==> config.mk <==
export PLATFORM = sky130hd
export DESIGN_NAME = cu_sequencer_flat
export DESIGN_NICKNAME = d
export VERILOG_FILES = /design/src/rtl/cu_sequencer_if.sv /design/src/rtl/cu_sequencer.sv /design/src/flat_wrapper.sv
export SDC_FILE = /design/constraint.sdc
export NUM_CORES = 1
export LEC_CHECK = 0
export BUFFER_PORTS_ARGS = -buffer_cell sky130_fd_sc_hd__buf_2
export CORE_MARGIN = 4
export CORE_UTILIZATION = 45
export DETAILED_ROUTE_END_ITERATION = 10
export PLACE_DENSITY = 0.78
export SYNTH_ARGS = -nofsm -noshare
export SYNTH_HDL_FRONTEND = slang
export SYNTH_SLANG_ARGS = --single-unit
==> constraint.sdc <==
create_clock -name clk -period 1.6 [get_ports clk]
set_input_delay 0.08 -clock clk [delete_from_list [all_inputs] [get_ports clk]]
set_output_delay 0.08 -clock clk [all_outputs]
set_load 0.005 [all_outputs]
==> src/rtl/cu_sequencer_if.sv <==
// Bundles the microinstruction/status inputs and the control-state outputs
// of the microprogram sequencer. The master side is the control ROM /
// status logic; the slave side is the sequencer itself.
interface cu_sequencer_if #(
  parameter int STATE_W  = 7,
  parameter int MAX_WAIT = 16
);
  localparam int CNT_W = $clog2(MAX_WAIT + 1);

  logic [2:0]         n_code;
  logic [1:0]         cond_sel;
  logic               cond_inv;
  logic [3:0]         cond_in;
  logic [STATE_W-1:0] encoder_state;
  logic [STATE_W-1:0] cr_target;
  logic               stall;

  logic [STATE_W-1:0] state;
  logic               waiting;
  logic               timeout;
  logic [CNT_W-1:0]   wait_cnt;

  modport master (
    output n_code, cond_sel, cond_inv, cond_in, encoder_state, cr_target, stall,
    input  state, waiting, timeout, wait_cnt
  );

  modport slave (
    input  n_code, cond_sel, cond_inv, cond_in, encoder_state, cr_target, stall,
    output state, waiting, timeout, wait_cnt
  );
endinterface

==> src/rtl/cu_sequencer.sv <==
// Microprogram sequencer: selects the next control-ROM address from the
// microinstruction's next-state code and a selected condition bit, and
// supervises memory-wait holds with a timeout into an error state.
//
// n_code | meaning
// -------+-----------------------------------------------
// 000    | fetch: go to FETCH_STATE
// 001    | dispatch: go to encoder_state
// 010    | jump: go to cr_target
// 011    | increment: go to state+1 (wraps)
// 100    | cond branch: cond ? cr_target : state+1
// 101    | cond dispatch: cond ? encoder_state : cr_target
// 110    | wait: cond ? state+1 : hold (timeout -> ERR_STATE)
// 111    | cond return: cond ? FETCH_STATE : state+1
module cu_sequencer #(
  parameter int STATE_W     = 7,
  parameter int FETCH_STATE = 0,
  parameter int ERR_STATE   = 127,
  parameter int MAX_WAIT    = 16
) (
  input  logic           clk,
  input  logic           reset_n,
  cu_sequencer_if.slave  bus
);
  localparam int CNT_W = $clog2(MAX_WAIT + 1);
  localparam logic [STATE_W-1:0] L_FETCH = STATE_W'(FETCH_STATE);
  localparam logic [STATE_W-1:0] L_ERR   = STATE_W'(ERR_STATE);
  localparam logic [CNT_W-1:0]   L_LAST  = CNT_W'(MAX_WAIT - 1);

  typedef enum logic [2:0] {
    NC_FETCH     = 3'b000,
    NC_DISPATCH  = 3'b001,
    NC_JUMP      = 3'b010,
    NC_INC       = 3'b011,
    NC_CBRANCH   = 3'b100,
    NC_CDISPATCH = 3'b101,
    NC_WAIT      = 3'b110,
    NC_CRETURN   = 3'b111
  } ncode_e;

  logic [STATE_W-1:0] r_state;
  logic [CNT_W-1:0]   r_wait_cnt;
  logic               r_waiting;
  logic               r_timeout;

  logic [STATE_W-1:0] w_state_nxt;
  logic [CNT_W-1:0]   w_wait_cnt_nxt;
  logic               w_waiting_nxt;
  logic               w_timeout_nxt;
  logic [STATE_W-1:0] w_inc;
  logic               w_cond;
  ncode_e             w_n_code;

  assign w_n_code = ncode_e'(bus.n_code);
  assign w_cond   = bus.cond_in[bus.cond_sel] ^ bus.cond_inv;
  assign w_inc    = r_state + STATE_W'(1);

  // Sequencer registers; reset drops any wait in progress without a timeout.
  always_ff @(posedge clk or negedge reset_n) begin
    if (!reset_n) begin
      r_state    <= L_FETCH;
      r_wait_cnt <= '0;
      r_waiting  <= 1'b0;
      r_timeout  <= 1'b0;
    end else begin
      r_state    <= w_state_nxt;
      r_wait_cnt <= w_wait_cnt_nxt;
      r_waiting  <= w_waiting_nxt;
      r_timeout  <= w_timeout_nxt;
    end
  end

  // Next-state selection; stall freezes everything except the timeout pulse.
  always_comb begin
    w_state_nxt    = r_state;
    w_wait_cnt_nxt = r_wait_cnt;
    w_waiting_nxt  = r_waiting;
    w_timeout_nxt  = 1'b0;
    if (!bus.stall) begin
      w_wait_cnt_nxt = '0;
      w_waiting_nxt  = 1'b0;
      case (w_n_code)
        NC_FETCH:     w_state_nxt = L_FETCH;
        NC_DISPATCH:  w_state_nxt = bus.encoder_state;
        NC_JUMP:      w_state_nxt = bus.cr_target;
        NC_INC:       w_state_nxt = w_inc;
        NC_CBRANCH:   w_state_nxt = w_cond ? bus.cr_target : w_inc;
        NC_CDISPATCH: w_state_nxt = w_cond ? bus.encoder_state : bus.cr_target;
        NC_WAIT: begin
          if (w_cond) begin
            w_state_nxt = w_inc;
          end else if (r_wait_cnt == L_LAST) begin
            // Last permitted unsatisfied cycle: abandon the wait.
            w_state_nxt   = L_ERR;
            w_timeout_nxt = 1'b1;
          end else begin
            w_state_nxt    = r_state;
            w_wait_cnt_nxt = r_wait_cnt + CNT_W'(1);
            w_waiting_nxt  = 1'b1;
          end
        end
        NC_CRETURN:   w_state_nxt = w_cond ? L_FETCH : w_inc;
        default:      w_state_nxt = L_FETCH;
      endcase
    end
  end

  assign bus.state    = r_state;
  assign bus.wait_cnt = r_wait_cnt;
  assign bus.waiting  = r_waiting;
  assign bus.timeout  = r_timeout;
endmodule
==> src/flat_wrapper.sv <==
// flat-port wrapper written by rule: the top's interface ports become plain ports
module cu_sequencer_flat 
#(
  parameter int STATE_W     = 7,
  parameter int FETCH_STATE = 0,
  parameter int ERR_STATE   = 127,
  parameter int MAX_WAIT    = 16
)
  (clk, reset_n, bus_n_code, bus_cond_sel, bus_cond_inv, bus_cond_in, bus_encoder_state, bus_cr_target, bus_stall, bus_state, bus_waiting, bus_timeout, bus_wait_cnt);
  cu_sequencer_if #(.STATE_W(STATE_W), .MAX_WAIT(MAX_WAIT)) bus_i ();
  input  logic clk;
  input  logic reset_n;
  input wire logic [$bits(bus_i.n_code)-1:0] bus_n_code;
  input wire logic [$bits(bus_i.cond_sel)-1:0] bus_cond_sel;
  input wire logic [$bits(bus_i.cond_inv)-1:0] bus_cond_inv;
  input wire logic [$bits(bus_i.cond_in)-1:0] bus_cond_in;
  input wire logic [$bits(bus_i.encoder_state)-1:0] bus_encoder_state;
  input wire logic [$bits(bus_i.cr_target)-1:0] bus_cr_target;
  input wire logic [$bits(bus_i.stall)-1:0] bus_stall;
  output wire logic [$bits(bus_i.state)-1:0] bus_state;
  output wire logic [$bits(bus_i.waiting)-1:0] bus_waiting;
  output wire logic [$bits(bus_i.timeout)-1:0] bus_timeout;
  output wire logic [$bits(bus_i.wait_cnt)-1:0] bus_wait_cnt;
  assign bus_i.n_code = bus_n_code;
  assign bus_i.cond_sel = bus_cond_sel;
  assign bus_i.cond_inv = bus_cond_inv;
  assign bus_i.cond_in = bus_cond_in;
  assign bus_i.encoder_state = bus_encoder_state;
  assign bus_i.cr_target = bus_cr_target;
  assign bus_i.stall = bus_stall;
  assign bus_state = bus_i.state;
  assign bus_waiting = bus_i.waiting;
  assign bus_timeout = bus_i.timeout;
  assign bus_wait_cnt = bus_i.wait_cnt;
  cu_sequencer #(.STATE_W(STATE_W), .FETCH_STATE(FETCH_STATE), .ERR_STATE(ERR_STATE), .MAX_WAIT(MAX_WAIT)) u_core (.clk(clk), .reset_n(reset_n), .bus(bus_i));
endmodule
Yosys cells after proc, flatten, opt, wreduce, memory -nomap -nowiden
Cells that the tools add are included.
- flip-flop bits (word level): 14
- input port bits: 27
- output and inout port bits: 14
- add/sub/neg operators: 2
- order comparisons: 1
- equality and inequality tests: 9
- mux-type cells: 18
- bitwise gates (word level): 2
- reductions and logical operators: 2
- operators by type and width (cell ; number):
    case mux 7 bit (8 select lines) ; 1
    2-to-1 mux 7 bit ; 5
    2-to-1 mux 5 bit ; 3
    equality test 3 bit (second input constant) ; 4
    2-to-1 mux 1 bit ; 8
    adder 7 x 1 -> 7 bit (second input constant) ; 1
    equality test 3 x 2 -> 1 bit (second input constant) ; 2
    adder 5 x 1 -> 5 bit (second input constant) ; 1
    equality test 5 x 4 -> 1 bit (second input constant) ; 1
    equality test 3 x 1 -> 1 bit (second input constant) ; 1
    logical NOT 3 bit ; 1
    < comparator 2 x 3 -> 1 bit (second input constant) ; 1
    inequality test 3 x 1 -> 1 bit (second input constant) ; 1
    binary-select mux 1 bit (select 2 bit) ; 1
    AND reduction 2 bit ; 1
    NOT 1 bit ; 1
    XOR 1 bit ; 1

Logic depth before layout (Yosys ltp)
- word-level depth: 6
- gate-level depth with buffers: 7

Worst setup path before layout
OpenSTA, ideal clock, no wires.
- kind: input -> register
- start: input port bus_cond_sel[0]
- end: register u_core.r_state[4], in the netlist u_core.bus.state[4]
- arrival: 1560 ps
- data required time: 1474 ps
- setup slack: -86 ps
- stages on the path: 5
- path buffers: 0
- cell sequence: mux4_2 > xnor2_4 > a31oi_4 > and3_1 > a221o_1
- word-level cells in the longest chain between the ends: 5
- elaborated cells on any way between the ends: 10
- classes of those cells: 1 x eq/ne; 7 x mux; 1 x bitwise; 1 x reduce/logical
- ends and longest elaborated chain (item ; RTL line ; RTL):
    start: declaration ; flat_wrapper.sv:14 ; input wire logic [$bits(bus_i.cond_sel)-1:0] bus_cond_sel;
    binary-select mux 1 bit (select 2 bit) * ; cu_sequencer.sv:55 ; assign w_cond = bus.cond_in[bus.cond_sel] ^ bus.cond_inv;
    2-to-1 mux 1 bit (implied by the code) * ; cu_sequencer.sv:55 ;
    XOR 1 bit * ; cu_sequencer.sv:55 ;
    2-to-1 mux 7 bit (tied with other cells) ; cu_sequencer.sv:102 ; NC_CRETURN: w_state_nxt = w_cond ? L_FETCH : w_inc;
    case mux 7 bit (8 select lines) or AND reduction 2 bit (tied branches) ; - ;
    end signal: assignment ; cu_sequencer.sv:66 ; r_state <= w_state_nxt;
    end: declaration ; cu_sequencer.sv:41 ; logic [STATE_W-1:0] r_state;
Every way passes the cells marked *; elsewhere a longest branch is shown, timed or not. The select of a mux whose other input is x is not followed.
A chain may end at the register's enable or synchronous reset.

Worst setup path after layout
Ends and elaborated chain as after synthesis.

==> results.toml <==
[outcome]
status = "complete, but fails checks"
violations = "setup timing"

[logic_synthesis]
syn_area_per_cell_sq_um = 8.14
yosysTopAreaCellShare_pct = 28.9
synth_top_cell_by_area = "dfrtp_1"
synthAdderAreaFrac_pct = 2.06
yosys.area_share.simple_pct = 19.3
ys_ff_latch = 14
synth-compound-area-share_pct = 30.1
synth.area.mux_share_pct = 6.09
netlist_area_sq_um = 1210
synth.area.top_cells = "dfrtp_1 29%, o21ai_0 6.6%, nand2_1 5.9%, a21oi_1 4.5%, nor2_1 3.4%"
synth_top_family_by_area = "compound AO/OA/AOI/OAI gates"
synth_cells = 149
ys_seq_area_share_pct = 28.9
synth_cell_types = 42
syn-num-nets = 178
ys.flop_type = "dfrtp_1"
ys_async_sr_fraction_pct = 100
synth_xor_area_share_pct = 9.39
synth-edff-count = 0
yosysWarnings = 0

[critical_path]
crit_chain = "buf_2 -> mux4_2 -> xnor2_4 -> a31oi_4 -> and3_1 -> a221o_1"
ff2ff_setup_slack_ns = -0.02
worst-r2r-cell-count = 8
timing.rr.start = "u_core.bus.state[1]"
startpoint = "bus_cond_sel[0]"
arrival_ns = 1.81
r2r-end = "u_core.bus.state[2]"
path_max_fanout = 7
startpoint_type = "primary input"
crit_path_max_incr_delay_ns = 0.58
cp-end-kind = "flip-flop"
cp.required_ns = 1.76
critPathKind = "in -> reg"
cpMaxStageDelayCell = "mux4_2"

[placed_design]
dpl_worst_slack_ns = -0.296
dpl.hpwl_um = 2740
dp_cells = 234
gp_congestion = 0.917
io_buffers = 40

[global_routing]
overflow = 0
grt_pass1_wl_um = 5860
grt_pass1_vias = 1366
grt_util_all_layers_pct = 21.0
grt_max_degree = 20
antenna_found_initial = 0

[timing]
timing.final.crit_share_pct = 103
hold_viol_final = 0
fin_hold_ws_ns = 0.0631
rsz0062_at_grt = "true"
max_slew_margin_pct = 70.4
maxSlewViolCount = 0
worst_pin_slew_ns = 0.443
fin_skew_ns = 0.00982
fmax_mhz = 605
period_needed_ns = 1.65
setup_ws_ns = -0.0523
finalSetupViolCount = 4

[worst_hold_path]
hold-path-endpoint = "u_core.bus.state[1]"
min-delay-start = "bus_cr_target[1]"
hold_path_class = "in -> reg"
min_path_cells = 2

[detailed_routing]
via_per_inst = 5.79
wl_met3_um = 233
route.detailed.drc = 0
wl_per_cell_um = 15.7
ant_nets = 0
drt-total-wl_um = 3890
routed-wl-met2_um = 2000
topRoutingLayerUsed = "met4"
dr.pass1.iters = 4
vias = 1436
drt-initial-drc-count = 76
drt-met1-wl_um = 1570

[clock_tree]
cts_tree = "built"
clockRootBuffer = "clkbuf_4"
cts_max_path_buffers = 2
cts.sinks = 14
cts.htree.levels = 1
clock_latency_ns = 0.28
path_clk_slew_ns = 0.08
cts_buffers = 3

[die]
die_w_um = 59.9
start_util_pct = 48.1
die_height_um = 59.9
io_pins = 41
die_area_sq_um = 3590
fp-row-count = 18
core_sq_um = 2520

[power]
powerDensity_nw_per_um2 = 737
ir_drop_mv = 0.611
leakage_nw = 0.874

[job]
maxCapViolCount = 0

[cells_and_area]
fin_cells = 248
fill_cells = 186
drive_gt1_share_pct = 46.8
fin_nets = 249
n_antenna_cell = 0
area_delta_synth_final_pct = 55.0
-- per-stage QoR --
step	utilization, %	power (W)	area, sq um	setup TNS [ns]
2_1_floorplan	-	0.000718	1210	-0.272
3_3_place_gp	62.9	0.000962	1590	-1.26
3_5_place_dp	62.9	0.000981	1590	-1.56
4_1_cts	67.5	0.00122	1700	-0.0905
5_1_grt	74.5	0.00147	1880	-0.692
6_report	74.5	0.00139	1880	-0.0912
-- worst max path at each step --
stage / endpoint / slack (ns) / depth (start not counted)
after floorplan: u_core.bus.state[4] / -0.09 / 5
after CTS: u_core.bus.state[3] / -0.02 / 7
after global routing: u_core.bus.state[2] / -0.14 / 8
final: u_core.bus.state[4] / -0.05 / 6
after detailed placement: u_core.bus.state[4] / -0.30 / 7
after global placement: u_core.bus.state[0] / -0.23 / 7
-- per-layer routing --
layer	vias to the layer above	GRT usage [%]
met1	680	27.4
met5	-	0
li1	693	-
met3	8	1.51
met4	0	6.65
met2	55	36.6
-- synth_stat cells (2+ instances only) --
cell type / n
a21o_1: 2
a21oi_1: 11
a221o_1: 3
a22oi_1: 3
a31oi_1: 6
and3_1: 2
clkbuf_1: 6
dfrtp_1: 14
ha_1: 2
inv_1: 6
mux2i_1: 4
nand2_1: 19
nand3_1: 7
nor2_1: 11
nor2b_1: 4
o21ai_0: 16
o32ai_1: 2
xnor2_1: 4
xor2_1: 4
-- report_power, final --
group	internal [W]	total [W]	leakage, nW	switching, W
logic	0.000381	0.000738	0.678	0.000357
registers	0.000398	0.000449	0.182	0.0000513
clock network	0.0000872	0.000198	0.0138	0.000111
-- worst max-delay path: cells and delay by family --
kind,cells,cell delay (ns)
AO/OA/AOI/OAI,2,0.48
XOR/XNOR,1,0.36
buffers and inverters,1,0.09
multiplexers,1,0.58
AND/OR/NAND/NOR,1,0.22
-- registers in the layout, summed over array words and instances (netlist names) --
| register | cells |
|---|---|
| u_core.bus.waiting | 1 |
| u_core.bus.timeout | 1 |
| u_core.bus.state | 7 |
| u_core.bus.wait_cnt | 5 |
-- cells by family after synthesis --
group / after synthesis
adders and majority gates: 2
and+or+nand+nor: 50
buffers and inverters: 13
xor gates and xnor gates: 10
DFF: 14
muxes: 6
AOI/OAI and AO/OA: 54
-- layout by cell type (no fill, tap or decap), types with 6 or more instances in the layout --
master / synthesis / layout
a21oi_1: 11 / 10
nand2_1: 19 / 17
a31oi_1: 6 / 6
buf_2: 1 / 40
inv_1: 6 / 6
o21ai_0: 16 / 11
nor2_1: 11 / 9
dfrtp_1: 14 / 13
buf_4: 0 / 28
-- cell type report --
type | instances | area [sq um] | area share [%]
Clock buffer | 3 | 22.5 | 1.20
Multi-Input combinational cell | 122 | 980 | 52.1
Sequential cell | 14 | 352 | 18.7
Timing Repair Buffer | 73 | 465 | 24.8
Inverter | 6 | 22.5 | 1.20
Tap cell | 30 | 37.5 | 2.00
-- repair_timing --
item                                    CTS  global route
gates cloned                              0             0
endpoints found under the setup margin    7            10
buffers inserted                          5             5
hold buffers                              1             0
resized for setup                        11            28
pin swaps                                 7            21
hold endpoints to repair                 14             0
(Power assumes the default switching activity.)
